<file path="src/rtl/pipe_ctrl_hazard.sv">
// Pipeline control carrier for the 5-stage MIPS core: moves decoded controls through
// ID/EX, EX/MEM and MEM/WB and resolves load-use stalls, redirects and EX forwarding.
module pipe_ctrl_hazard #(
  parameter int REG_ADDR_W = 5,
  parameter int COUNT_W    = 16
) (
  input  logic                  clk,
  input  logic                  rst,
  input  logic                  id_valid,
  input  logic [REG_ADDR_W-1:0] id_rs,
  input  logic [REG_ADDR_W-1:0] id_rt,
  input  logic [REG_ADDR_W-1:0] id_rd,
  input  logic                  reg_write,
  input  logic                  mem_read,
  input  logic                  mem_write,
  input  logic                  mem_to_reg,
  input  logic                  branch,
  input  logic                  jump,
  input  logic                  alu_src,
  input  logic [2:0]            alu_control,
  input  logic                  ex_zero,
  output logic                  stall,
  output logic                  flush_if,
  output logic                  ex_valid,
  output logic                  ex_alu_src,
  output logic                  ex_mem_read,
  output logic                  ex_mem_write,
  output logic                  ex_branch,
  output logic [2:0]            ex_alu_control,
  output logic [REG_ADDR_W-1:0] ex_rs,
  output logic [REG_ADDR_W-1:0] ex_rt,
  output logic [REG_ADDR_W-1:0] ex_dest,
  output logic                  mem_valid,
  output logic                  mem_read_o,
  output logic                  mem_write_o,
  output logic [REG_ADDR_W-1:0] mem_dest,
  output logic                  wb_reg_write,
  output logic                  wb_mem_to_reg,
  output logic [REG_ADDR_W-1:0] wb_dest,
  output logic [1:0]            fwd_a,
  output logic [1:0]            fwd_b,
  output logic [COUNT_W-1:0]    bubble_count
);

  typedef struct packed {
    logic                  valid;
    logic                  reg_write;
    logic                  mem_to_reg;
    logic                  mem_read;
    logic                  mem_write;
    logic                  branch;
    logic                  alu_src;
    logic [2:0]            alu_control;
    logic [REG_ADDR_W-1:0] rs;
    logic [REG_ADDR_W-1:0] rt;
    logic [REG_ADDR_W-1:0] dest;
  } idex_t;

  typedef struct packed {
    logic                  valid;
    logic                  reg_write;
    logic                  mem_to_reg;
    logic                  mem_read;
    logic                  mem_write;
    logic [REG_ADDR_W-1:0] dest;
  } exmem_t;

  typedef struct packed {
    logic                  reg_write;
    logic                  mem_to_reg;
    logic [REG_ADDR_W-1:0] dest;
  } memwb_t;

  idex_t               idex_q, idex_d;
  exmem_t              exmem_q, exmem_d;
  memwb_t              memwb_q, memwb_d;
  logic [COUNT_W-1:0]  count_q, count_d;

  logic [REG_ADDR_W-1:0] id_dest;
  logic                  rt_used;
  logic                  load_use;
  logic                  br_taken;
  logic                  jump_id;

  assign id_dest  = alu_src ? id_rt : id_rd;
  assign rt_used  = !alu_src | mem_write | branch;
  assign load_use = id_valid & idex_q.valid & idex_q.mem_read & (idex_q.dest != '0) &
                    ((idex_q.dest == id_rs) | (rt_used & (idex_q.dest == id_rt)));
  assign br_taken = idex_q.valid & idex_q.branch & ex_zero;
  assign jump_id  = id_valid & jump;

  assign flush_if = br_taken | (jump_id & !load_use);
  assign stall    = load_use & !br_taken;

  // EX/MEM has priority over MEM/WB because it holds the younger result.
  function automatic logic [1:0] fwd_sel(input logic [REG_ADDR_W-1:0] src,
                                         input exmem_t m, input memwb_t w);
    if (m.valid && m.reg_write && (m.dest != '0) && (m.dest == src)) return 2'b10;
    if (w.reg_write && (w.dest != '0) && (w.dest == src))            return 2'b01;
    return 2'b00;
  endfunction

  assign fwd_a = fwd_sel(idex_q.rs, exmem_q, memwb_q);
  assign fwd_b = fwd_sel(idex_q.rt, exmem_q, memwb_q);

  always_comb begin
    idex_d = '0;
    if (id_valid && !load_use && !br_taken && !jump_id) begin
      idex_d.valid       = 1'b1;
      idex_d.reg_write   = reg_write & (id_dest != '0);
      idex_d.mem_to_reg  = mem_to_reg;
      idex_d.mem_read    = mem_read;
      idex_d.mem_write   = mem_write;
      idex_d.branch      = branch;
      idex_d.alu_src     = alu_src;
      idex_d.alu_control = alu_control;
      idex_d.rs          = id_rs;
      idex_d.rt          = id_rt;
      idex_d.dest        = id_dest;
    end

    exmem_d.valid      = idex_q.valid;
    exmem_d.reg_write  = idex_q.reg_write;
    exmem_d.mem_to_reg = idex_q.mem_to_reg;
    exmem_d.mem_read   = idex_q.mem_read;
    exmem_d.mem_write  = idex_q.mem_write;
    exmem_d.dest       = idex_q.dest;

    memwb_d.reg_write  = exmem_q.reg_write;
    memwb_d.mem_to_reg = exmem_q.mem_to_reg;
    memwb_d.dest       = exmem_q.dest;

    // A branch colliding with a load-use produces a single bubble, so count it once.
    count_d = count_q;
    if ((load_use || br_taken) && (count_q != '1)) count_d = count_q + 1'b1;
  end

  always_ff @(posedge clk) begin
    if (rst) begin
      idex_q  <= '0;
      exmem_q <= '0;
      memwb_q <= '0;
      count_q <= '0;
    end else begin
      idex_q  <= idex_d;
      exmem_q <= exmem_d;
      memwb_q <= memwb_d;
      count_q <= count_d;
    end
  end

  assign ex_valid       = idex_q.valid;
  assign ex_alu_src     = idex_q.alu_src;
  assign ex_mem_read    = idex_q.mem_read;
  assign ex_mem_write   = idex_q.mem_write;
  assign ex_branch      = idex_q.branch;
  assign ex_alu_control = idex_q.alu_control;
  assign ex_rs          = idex_q.rs;
  assign ex_rt          = idex_q.rt;
  assign ex_dest        = idex_q.dest;
  assign mem_valid      = exmem_q.valid;
  assign mem_read_o     = exmem_q.mem_read;
  assign mem_write_o    = exmem_q.mem_write;
  assign mem_dest       = exmem_q.dest;
  assign wb_reg_write   = memwb_q.reg_write;
  assign wb_mem_to_reg  = memwb_q.mem_to_reg;
  assign wb_dest        = memwb_q.dest;
  assign bubble_count   = count_q;

endmodule

</file>
<file path="config.mk">
export PLATFORM = sky130hd
export DESIGN_NAME = pipe_ctrl_hazard
export DESIGN_NICKNAME = d
export VERILOG_FILES = /design/src/rtl/pipe_ctrl_hazard.sv
export SDC_FILE = /design/constraint.sdc
export NUM_CORES = 1
export LEC_CHECK = 0
export CAP_MARGIN = 10
export CORE_MARGIN = 8
export CORE_UTILIZATION = 50
export CTS_BUF_LIST = sky130_fd_sc_hd__clkbuf_2 sky130_fd_sc_hd__clkbuf_4 sky130_fd_sc_hd__clkbuf_8
export DETAILED_ROUTE_END_ITERATION = 16
export HOLD_SLACK_MARGIN = 0.02
export PLACE_DENSITY_LB_ADDON = 0.1
export SYNTH_ARGS = -nofsm -noshare
export SYNTH_HDL_FRONTEND = slang
export SYNTH_SLANG_ARGS = --single-unit
</file>
<file path="constraint.sdc">
create_clock -name clk -period 8.55 [get_ports clk]
set_clock_uncertainty 0.15 [all_clocks]
set_input_delay 2.565 -clock clk [delete_from_list [all_inputs] [get_ports clk]]
set_output_delay 2.565 -clock clk [all_outputs]
set_load 0.05 [all_outputs]
</file>
==> results.yml <==
logic_synthesis:
  synth-edff-count: 0
  syn_nets: 300
  netlist_instances: 270
  synth_ff_type: "dfxtp_1"
  syn_avg_cell_area_um2: 9.542
  ys_types: 44
  netlist_area_um2: 2576
  async_flop_share_pct: 0
  yosysWarnings: 0
  synth-seq-cells: 58
  ys_seq_area_share_pct: 45.07
power:
  seq_power_share_pct: 45.1
  p_per_area_nw_per_um2: 169.3
  swShare_pct: 22.99
  pwr-share-comb_pct: 9.7
  finalPower_mw: 0.6197
  p_clk_share_pct: 45.2
  intPower_mw: 0.4772
  p_switching_mw: 0.1425
  p_leak_nw: 1.436
  ir_drop_v: 0.0001336
global_routing:
  grt.total_usage_pct: 17.22
  grt_pass1_vias: 2237
  grt_max_degree: 43
  antenna_found_initial: 0
  grt-ovfl-total: 0
  grt_pass1_wl_um: 10270
sta:
  finalHoldViolations: 0
  fin_crit_ns: 7.638
  fin_setup_tns_ns: 0
  fin_crit_sh_pct: 89.33
  maxSlewViolCount: 0
  rsz0062_at_grt: "no"
  max_clock_freq_mhz: 130.9
  relSlewSlack_pct: 64.52
  worstMarginPinSlew_ns: 0.5305
  setup_viol: 0
floorplan:
  dieArea_um2: 7705
  die_w_um: 87.78
  num_io_pins: 89
  start_util_pct: 51.09
  dieHeight_um: 87.78
  core_um2: 5042
  rows: 26
critical_path:
  worstSetupEndpointType: "primary output"
  path_class: "in2out"
  critical_path_arrival_ns: 4.92
  critPathBufInv: 2
  crit_family: "buffers and inverters"
  cp_cell_sequence: "clkdlybuf4s50_1 > nand2b_1 > o21ai_0 > o22ai_1 > nand2_1 > a31o_2 > clkdlybuf4s50_1"
  slowest_delay_ns: 0.70
  cp_common_cell: "clkdlybuf4s50_1"
  start_kind: "input port"
  worstPathRequired_ns: 5.84
  cp_max_fo: 9
  slowest_stage: "clkdlybuf4s50_1"
placement:
  numPortBuffers: 88
  gp_congestion: 0.8221
  dp_hpwl_um: 4873
final_layout:
  largest_reg_flops: 16
  drive_gt1_share_pct: 8.146
  syn2layout_area_growth_pct: 42.06
  n_antenna_cell: 0
  nets: 381
detailed_routing:
  drc: 0
  drt_pre_antenna_iters: 4
  ant_nets: 0
  first_iter_violations: 84
  wire_per_inst_um: 15.07
  viasPerCell: 5.033
  wl_um: 6420
  vias: 2144
clock_tree:
  clk_latency_ns: 0.33
  numCtsBuffers: 9
  cts.sinks: 58
  cts_tree: "yes"
  post_cts_resized: 0
  path_clk_slew_ns: 0.07
  clockBufferDepth: 2
  cts_hold_buf: 0
  cts_setup_buffers: 0
  cts_root_buffer: "clkbuf_8"
  h-tree-depth: 3
min_path:
  hold_class: "reg2reg"
run:
  drv_cap: 0
status:
  status: "completed"
[logic make-up (layout without fill, tap and decap cells)]
logic type,after synthesis,in the layout,share of synthesized area [%]
fa+ha+maj,1,1,0.4856
xor+xnor,33,33,11.22
flops,58,58,45.07
buf+inv,21,107,4.759
compound gates,24,24,6.411
simple gates,120,120,26.52
mux,13,13,5.536
[area by class of cell]
class,instances,area (um^2)
tap,70,87.58
clock buffer,11,145.1
sequential,58,1161
inverter,2,7.507
timing repair buffer,89,888.4
fill,393,1383
multi-input combinational,191,1292
clock inverter,5,77.57
[synthesized netlist by cell type, types with 6 or more instances]
cell type,count,area (um^2)
dfxtp_1,58,1161
nor2_1,25,93.84
nor2b_1,24,150.1
and2_1,18,112.6
xnor2_1,18,157.7
xor2_1,15,131.4
buf_4,11,82.58
nand2_1,8,30.03
nand3_1,8,40.04
a21oi_1,7,35.03
nand4_1,7,43.79
mux2i_1,6,60.06
[per-layer routing]
metal	vias to the layer above	part of all wire [%]	global-route usage, %
li1	1071	-	-
met5	-	0	0
met1	980	43	18.39
met3	13	9.2	7.411
met2	80	45	28.52
met4	0	2.1	8.281
[through the flow]
step / setup WS, ns / hold WS, ns / instances / area, um^2 / utilization (%)
4_1_cts: 0.9062 / 0.2920 / 426 / 3660 / 72.58
3_5_place_dp: 0.9083 / 0.2760 / 410 / 3437 / 68.16
3_3_place_gp: 0.9549 / 0.2685 / 410 / 3437 / 68.16
2_1_floorplan: 1.816 / 0.2638 / 270 / 2576 / -
6_report: 0.9125 / 0.2868 / 426 / 3660 / 72.58
5_1_grt: 0.7577 / 0.3126 / 426 / 3660 / 72.58
[power groups by stage]
stage / combinational, mW / clock, mW / sequential [mW]
6_report: 0.0600 / 0.280 / 0.280
2_1_floorplan: 0.0246 / 0 / 0.295
5_1_grt: 0.0641 / 0.298 / 0.280
3_5_place_dp: 0.0605 / 0 / 0.286
3_3_place_gp: 0.0598 / 0 / 0.286
4_1_cts: 0.0606 / 0.286 / 0.280
[cell usage in the layout (no fill, tap or decap), types with 3 or more instances in the layout]
master / count
a21oi_1: 7
nand4_1: 7
or4_1: 5
nor2_1: 25
nor2b_1: 24
nand2_1: 8
and2_1: 18
xnor2_1: 18
nor3_1: 3
clkdlybuf4s50_1: 88
dfxtp_1: 58
and3_1: 5
mux2_2: 5
nor4_1: 5
mux2i_1: 6
clkbuf_8: 10
o21ai_0: 5
nand3_1: 8
xor2_1: 15
[final timing paths]
kind                   start         endpoint  slack (ns)  cells after the start
setup reg to reg  ex_dest[1]  bubble_count[6]        6.08                      6
hold reg to reg   exmem_d[8]       exmem_q[8]        0.29                      1
setup / recovery     alu_src         flush_if        0.91                      7
hold / removal    exmem_d[8]       exmem_q[8]        0.29                      1
No activity file was read; power rests on OpenSTA's default activity.
